## src/rtl/shift_arbiter.sv

```systemverilog
// -----------------------------------------------------------------------------
// shift_arbiter
//
// Two-requester front end for a single shared combinational shifter. It accepts
// one request at a time, drives the registered operands to the external shifter
// for one cycle, captures the result and holds it until the owning requester
// takes it. Transactions never overlap, so the minimum issue interval is three
// cycles (IDLE -> SHIFT -> RESP).
//
// Parameters
//   RR_EN      1: round-robin on contention, 0: requester 0 always wins.
//
// Ports
//   clk        rising-edge clock for all state
//   rst_n      asynchronous active-low reset
//   req_valid  per-requester request strobe (bit i = requester i)
//   req_ready  per-requester accept, only ever set in IDLE for the winner
//   req0_*     requester 0 operand: data (16b), amount (4b), mode (2b)
//   req1_*     requester 1 operand: data (16b), amount (4b), mode (2b)
//   sh_in      operand to the shared shifter (0 outside SHIFT)
//   sh_val     shift amount to the shifter (0 outside SHIFT)
//   sh_mode    operation to the shifter: 00 SLL, 01 SRA, 1x ROR (0 outside SHIFT)
//   sh_out     shifter result, combinational in the same cycle
//   rsp_valid  per-requester result valid, one-hot or zero
//   rsp_ready  per-requester result accept; only the granted bit is honoured
//   rsp_data   result shared by both requesters, qualified by rsp_valid
//   busy       high whenever the FSM is not in IDLE
// -----------------------------------------------------------------------------
module shift_arbiter #(
    parameter int unsigned RR_EN = 1
) (
    input  logic        clk,
    input  logic        rst_n,

    input  logic [1:0]  req_valid,
    output logic [1:0]  req_ready,
    input  logic [15:0] req0_data,
    input  logic [3:0]  req0_amt,
    input  logic [1:0]  req0_mode,
    input  logic [15:0] req1_data,
    input  logic [3:0]  req1_amt,
    input  logic [1:0]  req1_mode,

    output logic [15:0] sh_in,
    output logic [3:0]  sh_val,
    output logic [1:0]  sh_mode,
    input  logic [15:0] sh_out,

    output logic [1:0]  rsp_valid,
    input  logic [1:0]  rsp_ready,
    output logic [15:0] rsp_data,

    output logic        busy
);

    typedef enum logic [1:0] {
        StIdle  = 2'd0,
        StShift = 2'd1,
        StResp  = 2'd2
    } state_e;

    state_e state_q, state_d;

    // Registered operands and ownership of the transaction in flight.
    logic [15:0] op_data_q;
    logic [3:0]  op_amt_q;
    logic [1:0]  op_mode_q;
    logic        gnt_q;
    logic        last_grant_q;
    logic [15:0] rsp_data_q;

    logic        grant;
    logic        accept;
    logic        rsp_take;

    // -------------------------------------------------------------------------
    // Arbitration
    // -------------------------------------------------------------------------
    // On contention the round-robin winner is whoever did not win last time.
    // last_grant resets to 1 so requester 0 wins the first contention.
    always_comb begin
        grant = 1'b0;
        case (req_valid)
            2'b01:   grant = 1'b0;
            2'b10:   grant = 1'b1;
            2'b11:   grant = (RR_EN != 0) ? ~last_grant_q : 1'b0;
            default: grant = 1'b0;
        endcase
    end

    assign accept   = (state_q == StIdle) && (req_valid != 2'b00);
    // Only the owner's rsp_ready bit can complete the response.
    assign rsp_take = (state_q == StResp) && rsp_ready[gnt_q];

    // -------------------------------------------------------------------------
    // FSM: state register
    // -------------------------------------------------------------------------
    always_ff @(posedge clk or negedge rst_n) begin
        if (!rst_n) begin
            state_q <= StIdle;
        end else begin
            state_q <= state_d;
        end
    end

    // -------------------------------------------------------------------------
    // FSM: next-state logic
    // -------------------------------------------------------------------------
    always_comb begin
        state_d = state_q;
        unique case (state_q)
            StIdle: begin
                if (accept) begin
                    state_d = StShift;
                end
            end
            StShift: begin
                state_d = StResp;
            end
            StResp: begin
                if (rsp_take) begin
                    state_d = StIdle;
                end
            end
            default: begin
                state_d = StIdle;
            end
        endcase
    end

    // -------------------------------------------------------------------------
    // FSM: outputs
    // -------------------------------------------------------------------------
    always_comb begin
        req_ready = 2'b00;
        rsp_valid = 2'b00;
        sh_in     = 16'h0000;
        sh_val    = 4'h0;
        sh_mode   = 2'b00;
        busy      = 1'b1;
        unique case (state_q)
            StIdle: begin
                busy = 1'b0;
                if (accept) begin
                    req_ready = grant ? 2'b10 : 2'b01;
                end
            end
            StShift: begin
                sh_in   = op_data_q;
                sh_val  = op_amt_q;
                sh_mode = op_mode_q;
            end
            StResp: begin
                rsp_valid = gnt_q ? 2'b10 : 2'b01;
            end
            default: begin
                busy = 1'b0;
            end
        endcase
    end

    assign rsp_data = rsp_data_q;

    // -------------------------------------------------------------------------
    // Datapath registers
    // -------------------------------------------------------------------------
    always_ff @(posedge clk or negedge rst_n) begin
        if (!rst_n) begin
            op_data_q    <= 16'h0000;
            op_amt_q     <= 4'h0;
            op_mode_q    <= 2'b00;
            gnt_q        <= 1'b0;
            last_grant_q <= 1'b1;
        end else if (accept) begin
            op_data_q    <= grant ? req1_data : req0_data;
            op_amt_q     <= grant ? req1_amt  : req0_amt;
            op_mode_q    <= grant ? req1_mode : req0_mode;
            gnt_q        <= grant;
            last_grant_q <= grant;
        end
    end

    // Result is captured at the end of SHIFT and held until the next capture.
    always_ff @(posedge clk or negedge rst_n) begin
        if (!rst_n) begin
            rsp_data_q <= 16'h0000;
        end else if (state_q == StShift) begin
            rsp_data_q <= sh_out;
        end
    end

endmodule

```

## config.mk

```make
export PLATFORM = sky130hd
export DESIGN_NAME = shift_arbiter
export DESIGN_NICKNAME = d
export VERILOG_FILES = /design/src/rtl/shift_arbiter.sv
export SDC_FILE = /design/constraint.sdc
export NUM_CORES = 1
export LEC_CHECK = 0
export BUFFER_PORTS_ARGS = -buffer_cell sky130_fd_sc_hd__buf_2
export CORE_ASPECT_RATIO = 0.8
export CORE_UTILIZATION = 44
export DETAILED_ROUTE_END_ITERATION = 8
export PLACE_DENSITY = 0.82
export SLEW_MARGIN = 40
export SYNTH_ARGS = -nofsm -noshare
export SYNTH_HDL_FRONTEND = slang
export SYNTH_SLANG_ARGS = --single-unit
```

## constraint.sdc

```tcl
create_clock -name clk -period 2 [get_ports clk]
set_clock_uncertainty 0.15 [all_clocks]
set_input_delay 0.2 -clock clk [delete_from_list [all_inputs] [get_ports clk]]
set_output_delay 0.2 -clock clk [all_outputs]
set_load 0.03 [all_outputs]
```

==> impl_metrics.json, run 1 <==
{
  "outcome": "finished with violations",
  "violations": "hold timing",
  "tightest_slew_ns": 0.7979,
  "viasPerCell": 5.098,
  "syn2layout_area_growth_pct": 65.21,
  "slew_headroom_pct": 46.80,
  "initial_core_util_pct": 46.67,
  "slowest_stage": "dfrtp_1",
  "vdd_drop_max_uv": 915.6,
  "drt_iter0_drc": 87,
  "vias": 1932,
  "path_max_fanout": 28,
  "chipWidth_um": 76.90,
  "clock_latency_ns": 0.29,
  "pre_cts_slack_ns": 0.1623,
  "critical_path_class": "flip-flop to output pin",
  "fin_setup_tns_ns": 0,
  "holdWs_ns": -0.001652,
  "holdCritStartpoint": "req1_data[8]",
  "crit_start": "state_q[1]$_DFFE_PN0P_",
  "cpPeakStageDelay_ns": 0.39,
  "endpoint_kind": "output pin",
  "highest_layer": "met4",
  "pin_count": 109,
  "ys.flop_type": "dfrtp_1",
  "layout.nets": 391,
  "path_clk_slew_ns": 0.07,
  "ys_ff_latch": 42,
  "met1Wirelength_um": 2424,
  "slew_viol_final": 0,
  "p_sw_mw": 2.026,
  "overflow": 0,
  "crit_buf_inv": 3,
  "comb_power_share_pct": 53.1,
  "synth_top_area_share_pct": 51.96,
  "leakage_nw": 1.635,
  "yosysSeqAreaShare_pct": 53.30,
  "crit_chain": "inv_1 > ha_2 > buf_12 > and2_1 > buf_2",
  "layout_worst_path_cycle_share_pct": 94.99,
  "drv_cap": 0,
  "crit_arrival_ns": 1.55,
  "numCtsBuffers": 5,
  "row_count": 21,
  "yosys-top-cells-count": "41 x dfrtp_1, 23 x and2_1, 22 x a221o_1",
  "yosys_warnings": 0,
  "critical_path_required_ns": 1.65,
  "gp_congestion": 0.7527,
  "power.density_mw_per_mm2": 1517,
  "io_buffer_count": 108,
  "setup_slack_ns": 0.1001,
  "r2r_start": "state_q[0]$_DFFE_PN0P_",
  "dieArea_sq_mm": 0.004761,
  "wl_per_cell_um": 16.06,
  "fill_cells": 280,
  "p_sw_share_pct": 40.93,
  "synthCells": 157,
  "core_sq_mm": 0.004230,
  "netlist-cell-type-count": 23,
  "fin_crit_ns": 1.900,
  "hp-class": "input pin to flip-flop",
  "seq_power_share_pct": 30.5,
  "grt_pass1_vias": 1971,
  "cts_tree": "built",
  "finalHoldViolCount": 1,
  "grt.total_usage_pct": 25.27,
  "drive_above_1_share_pct": 47.83,
  "dieHeight_um": 61.92,
  "synth_top_area_cell": "dfrtp_1",
  "met3_length_um": 431,
  "setup_violations": 0,
  "grt_pass1_wl_um": 9025,
  "ant_nets": 0,
  "netlist_top_cells_area": "dfrtp_1 52%, a221o_1 11%, mux2_2 9.7%, and2_1 7.3%, and2_0 5.4%",
  "grt_max_degree": 29,
  "intPower_mw": 2.924,
  "htreeDepth": 2,
  "max_freq_mhz": 526.4,
  "dr.pass1.iters": 4,
  "worst_setup_path_start_kind": "flip-flop",
  "p_total_mw": 4.949,
  "syn_area_per_cell_sq_um": 12.58,
  "antenna_found_initial": 0,
  "cts-root-buf": "clkbuf_8",
  "rsz0062_at_grt": "no",
  "wl_um": 6087,
  "drc_errors": 0,
  "synth.most_common_cell": "dfrtp_1",
  "diodes": 0,
  "dp_hpwl_um": 3571,
  "clock_sink_count": 42,
  "syn_area_sq_mm": 0.001974,
  "synth_nets": 227,
  "pwr-share-clk_pct": 16.4,
  "path_delay_family": "buffers and inverters",
  "clk_path_buf_depth": 2,
  "wl_met2_um": 3061,
  "synth_edf_count": 0,
  "synthArstFlopShare_pct": 100.0
}
==> timing repair <==
item | 4_1_cts | 5_1_grt
hold buffers | 48 | 3
endpoints found under the setup margin | 0 | 4
setup buffers | 0 | 0
gates resized for setup | 0 | 4
endpoints found under the hold margin | 53 | 2
==> through the flow <==
step           hold slack [ns]  std cells  instance area [sq um]  utilization, %
2_1_floorplan          -0.2456        157                   1974               -
6_report             -0.001652        379                   3262           77.11
4_1_cts              0.0007814        376                   3217           76.04
5_1_grt              0.0003702        379                   3262           77.11
3_3_place_gp          -0.04115        320                   2594           61.31
3_5_place_dp          -0.03527        320                   2594           61.31
==> cells by family (layout without fill, tap and decap cells) <==
| kind of cell | Yosys count | count (layout) | share of synthesized area, % |
|---|---|---|---|
| multiplexers | 18 | 18 | 10.20 |
| AO/OA/AOI/OAI | 31 | 31 | 14.64 |
| flip-flops | 42 | 42 | 53.30 |
| adder cells (fa/ha/maj) | 4 | 4 | 2.535 |
| AND/OR/NAND/NOR | 49 | 49 | 15.46 |
| buffers and inverters | 13 | 178 | 3.865 |
==> area by class of cell <==
cell class              count  area, sq um  share of cell area, %
well taps                  57        71.32                  2.186
clock inverters             2        60.06                  1.841
multi-input cells         102        858.3                  26.31
inverters                   3        11.26                 0.3452
repair buffers            167         1126                  34.52
flip-flops and latches     42         1052                  32.26
clock buffers               6        82.58                  2.532
==> layout by cell type, fill, tap and decap left out, types with 2 or more instances in the layout <==
| cell | netlist | layout |
|---|---|---|
| a21o_2 | 2 | 2 |
| a21oi_1 | 2 | 2 |
| a221o_1 | 22 | 22 |
| and2_0 | 17 | 17 |
| and2_1 | 23 | 23 |
| and2_2 | 5 | 5 |
| buf_2 | 4 | 107 |
| buf_4 | 2 | 7 |
| bufinv_16 | 0 | 2 |
| clkbuf_8 | 0 | 6 |
| dfrtp_1 | 41 | 41 |
| dlygate4sd3_1 | 0 | 51 |
| ha_1 | 4 | 2 |
| ha_2 | 0 | 2 |
| inv_1 | 3 | 3 |
| mux2_2 | 17 | 17 |
| nand2_1 | 2 | 2 |
==> state kept, by name, indices dropped and copies added (netlist names) <==
register,flops
op_data_q,16
rsp_data,16
op_amt_q,4
op_mode_q,2
state_q,2
gnt_q,1
last_grant_q,1
==> path summary, 6_finish.rpt <==
check,endpoint,slack [ns],cells past startpoint
max in group asynchronous,op_amt_q[0]$_DFFE_PN0P_,1.01,3
setup reg to reg,op_data_q[13]$_DFFE_PN0P_,0.19,5
hold reg to reg,rsp_data[2]$_DFFE_PN0N_,0.36,1
setup / recovery,sh_in[3],0.10,5
hold / removal,op_data_q[8]$_DFFE_PN0P_,-0.002,2
min in group asynchronous,rsp_data[14]$_DFFE_PN0N_,0.18,2
==> layer usage <==
metal,track usage [%],up-vias
met5,0,-
li1,-,886
met3,6.423,19
met1,29.82,918
met4,10.16,0
met2,45.79,109
==> power groups by stage <==
stage	clock network, mW	registers [mW]	logic (mW)
2_1_floorplan	0	1.79	1.53
6_report	0.813	1.51	2.63
3_3_place_gp	0	1.48	2.46
3_5_place_dp	0	1.50	2.51
5_1_grt	0.864	1.56	2.80
4_1_cts	0.828	1.49	2.59
Power figures use the tool's default switching activity.
==> run 2: changes to the inputs <==
--- a/config.mk
+++ b/config.mk
@@ -9,7 +9,7 @@
 export CORE_ASPECT_RATIO = 0.8
 export CORE_UTILIZATION = 44
 export DETAILED_ROUTE_END_ITERATION = 8
-export PLACE_DENSITY = 0.82
+export PLACE_DENSITY = 0.8
 export SLEW_MARGIN = 40
 export SYNTH_ARGS = -nofsm -noshare
 export SYNTH_HDL_FRONTEND = slang
==> run 2 against run 1 <==
The run now ends clean. Critical path depth stayed put. Clock power is 33% lower. Power is 5.4% lower. Largest power group unchanged. Sequential cell count stayed put. Via count is 0.16% higher. Highest routed layer unchanged. Die area stayed put. Largest cell class unchanged. Critical endpoint is now sh_in[10]. Non-clock buffer count is 6 higher.
==> impl_metrics.json, run 2 (synthesized netlist as in run 1, its figures left out) <==
{
  "gp_congestion": 0.7140,
  "grt_pass1_wl_um": 8763,
  "dr.pass1.iters": 4,
  "grt_max_degree": 26,
  "dp_hpwl_um": 3293,
  "dieArea_sq_mm": 0.004761,
  "min_to": "op_data_q[6]$_DFFE_PN0P_",
  "max_freq_mhz": 512.2,
  "grt.total_usage_pct": 24.92,
  "worst_setup_path_start_kind": "flip-flop",
  "cts_setup_buffers": 0,
  "slew_headroom_pct": 47.61,
  "chipWidth_um": 76.90,
  "fin_crit_ns": 1.952,
  "min_path_cells": 2,
  "crit_arrival_ns": 1.60,
  "outcome": "finished, final reports clean",
  "vias": 1935,
  "pin_count": 109,
  "fin_setup_tns_ns": 0,
  "final_util_pct": 77.02,
  "critical_path_required_ns": 1.65,
  "diodes": 0,
  "met3_length_um": 466,
  "highest_layer": "met4",
  "ff2ff_path_depth": 5,
  "r2r_start": "state_q[0]$_DFFE_PN0P_",
  "htreeDepth": 2,
  "slowest_stage": "dfrtp_1",
  "grt_pass1_vias": 1787,
  "holdCritStartpoint": "req1_data[6]",
  "dieHeight_um": 61.92,
  "regArea_sq_mm": 0.001052,
  "tightest_slew_ns": 0.7858,
  "place_area_sq_mm": 0.002589,
  "wl_per_cell_um": 15.87,
  "multi_input_area_sq_um": 850.8,
  "r2r_setup_slack_ns": 0.19,
  "drc_errors": 0,
  "slew_viol_final": 0,
  "initial_core_util_pct": 46.67,
  "syn2layout_area_growth_pct": 65.02,
  "hp-class": "input pin to flip-flop",
  "fin_area_sq_mm": 0.003258,
  "power.density_mw_per_mm2": 1437,
  "path_max_fanout": 15,
  "vdd_drop_max_uv": 817.4,
  "clock_latency_ns": 0.29,
  "pre_cts_slack_ns": 0.1739,
  "drv_cap": 0,
  "core_sq_mm": 0.004230,
  "rsz0062_at_grt": "yes",
  "r2r_end": "op_data_q[13]$_DFFE_PN0P_",
  "layout_commonest_cell": "buf_2",
  "antenna_found_initial": 0,
  "fill_cells": 269,
  "critical_path_class": "flip-flop to output pin",
  "finalHoldViolCount": 0,
  "cts_tree": "built",
  "setup_slack_ns": 0.04758,
  "cpPeakStageDelay_ns": 0.40,
  "drt_iter0_drc": 79,
  "met1Wirelength_um": 2551,
  "viasPerCell": 5.026,
  "crit_chain": "inv_1 > ha_2 > buf_6 > and2_1 > buf_2",
  "layout.nets": 397,
  "layout_worst_path_cycle_share_pct": 97.62,
  "leakage_nw": 1.632,
  "wl_met2_um": 2969,
  "clock_sink_count": 42,
  "io_buffer_count": 108,
  "path_clk_slew_ns": 0.08,
  "endpoint_kind": "output pin",
  "overflow": 0,
  "cts-root-buf": "clkbuf_8",
  "setup_violations": 0,
  "ant_nets": 0,
  "drive_above_1_share_pct": 47.26,
  "layout_common_cells": "107 x buf_2, 56 x dlygate4sd3_1, 41 x dfrtp_1",
  "clk_path_buf_depth": 2,
  "wl_um": 6109,
  "row_count": 21,
  "holdWs_ns": 0.007465,
  "numCtsBuffers": 5
}
run 2: worst max path at each step:
stage / from / to / cells after the start
floorplan: state_q[1]$_DFFE_PN0P_ / sh_in[0] / 5
global placement: state_q[0]$_DFFE_PN0P_ / op_data_q[13]$_DFFE_PN0P_ / 5
detailed placement: state_q[1]$_DFFE_PN0P_ / op_amt_q[1]$_DFFE_PN0P_ / 5
CTS: state_q[1]$_DFFE_PN0P_ / sh_in[14] / 5
global route: state_q[1]$_DFFE_PN0P_ / sh_in[10] / 5
finish: state_q[1]$_DFFE_PN0P_ / sh_in[10] / 5
run 2: report_power, final:
part	switching [mW]	internal, mW
Clock	0.297	0.245
Combinational	1.53	1.12
Sequential	0.204	1.28
run 2: area by class of cell:
class | count | share of cell area, %
sequential | 42 | 32.30
clock inverter | 3 | 0.6528
multi-input combinational | 102 | 26.11
inverter | 3 | 0.3456
clock buffer | 5 | 2.112
timing repair buffer | 173 | 36.29
tap | 57 | 2.189
run 2: routing by layer:
layer	vias to the layer above	GRT usage, %
met2	106	42.60
met5	-	0
met4	0	9.890
li1	900	-
met1	916	31.81
met3	13	5.547
run 2: critical path, delay by kind of cell (launching register included):
family / cells / cell delay (ns)
buffers and inverters: 3 / 0.50
and+or+nand+nor: 1 / 0.16
adders and majority gates: 1 / 0.26
DFF: 1 / 0.40
run 2: what timing repair did:
action	CTS	global route
endpoints found under the hold margin	55	4
resized for setup	2	4
setup endpoints to repair	2	19
cloned	0	0
hold buffers	52	4
run 2: through the flow:
stage / power (mW) / cells
after floorplan: 3.318 / 157
after global placement: 3.930 / 321
after detailed placement: 3.977 / 321
after CTS: 4.605 / 381
after global routing: 4.954 / 385
final: 4.682 / 385
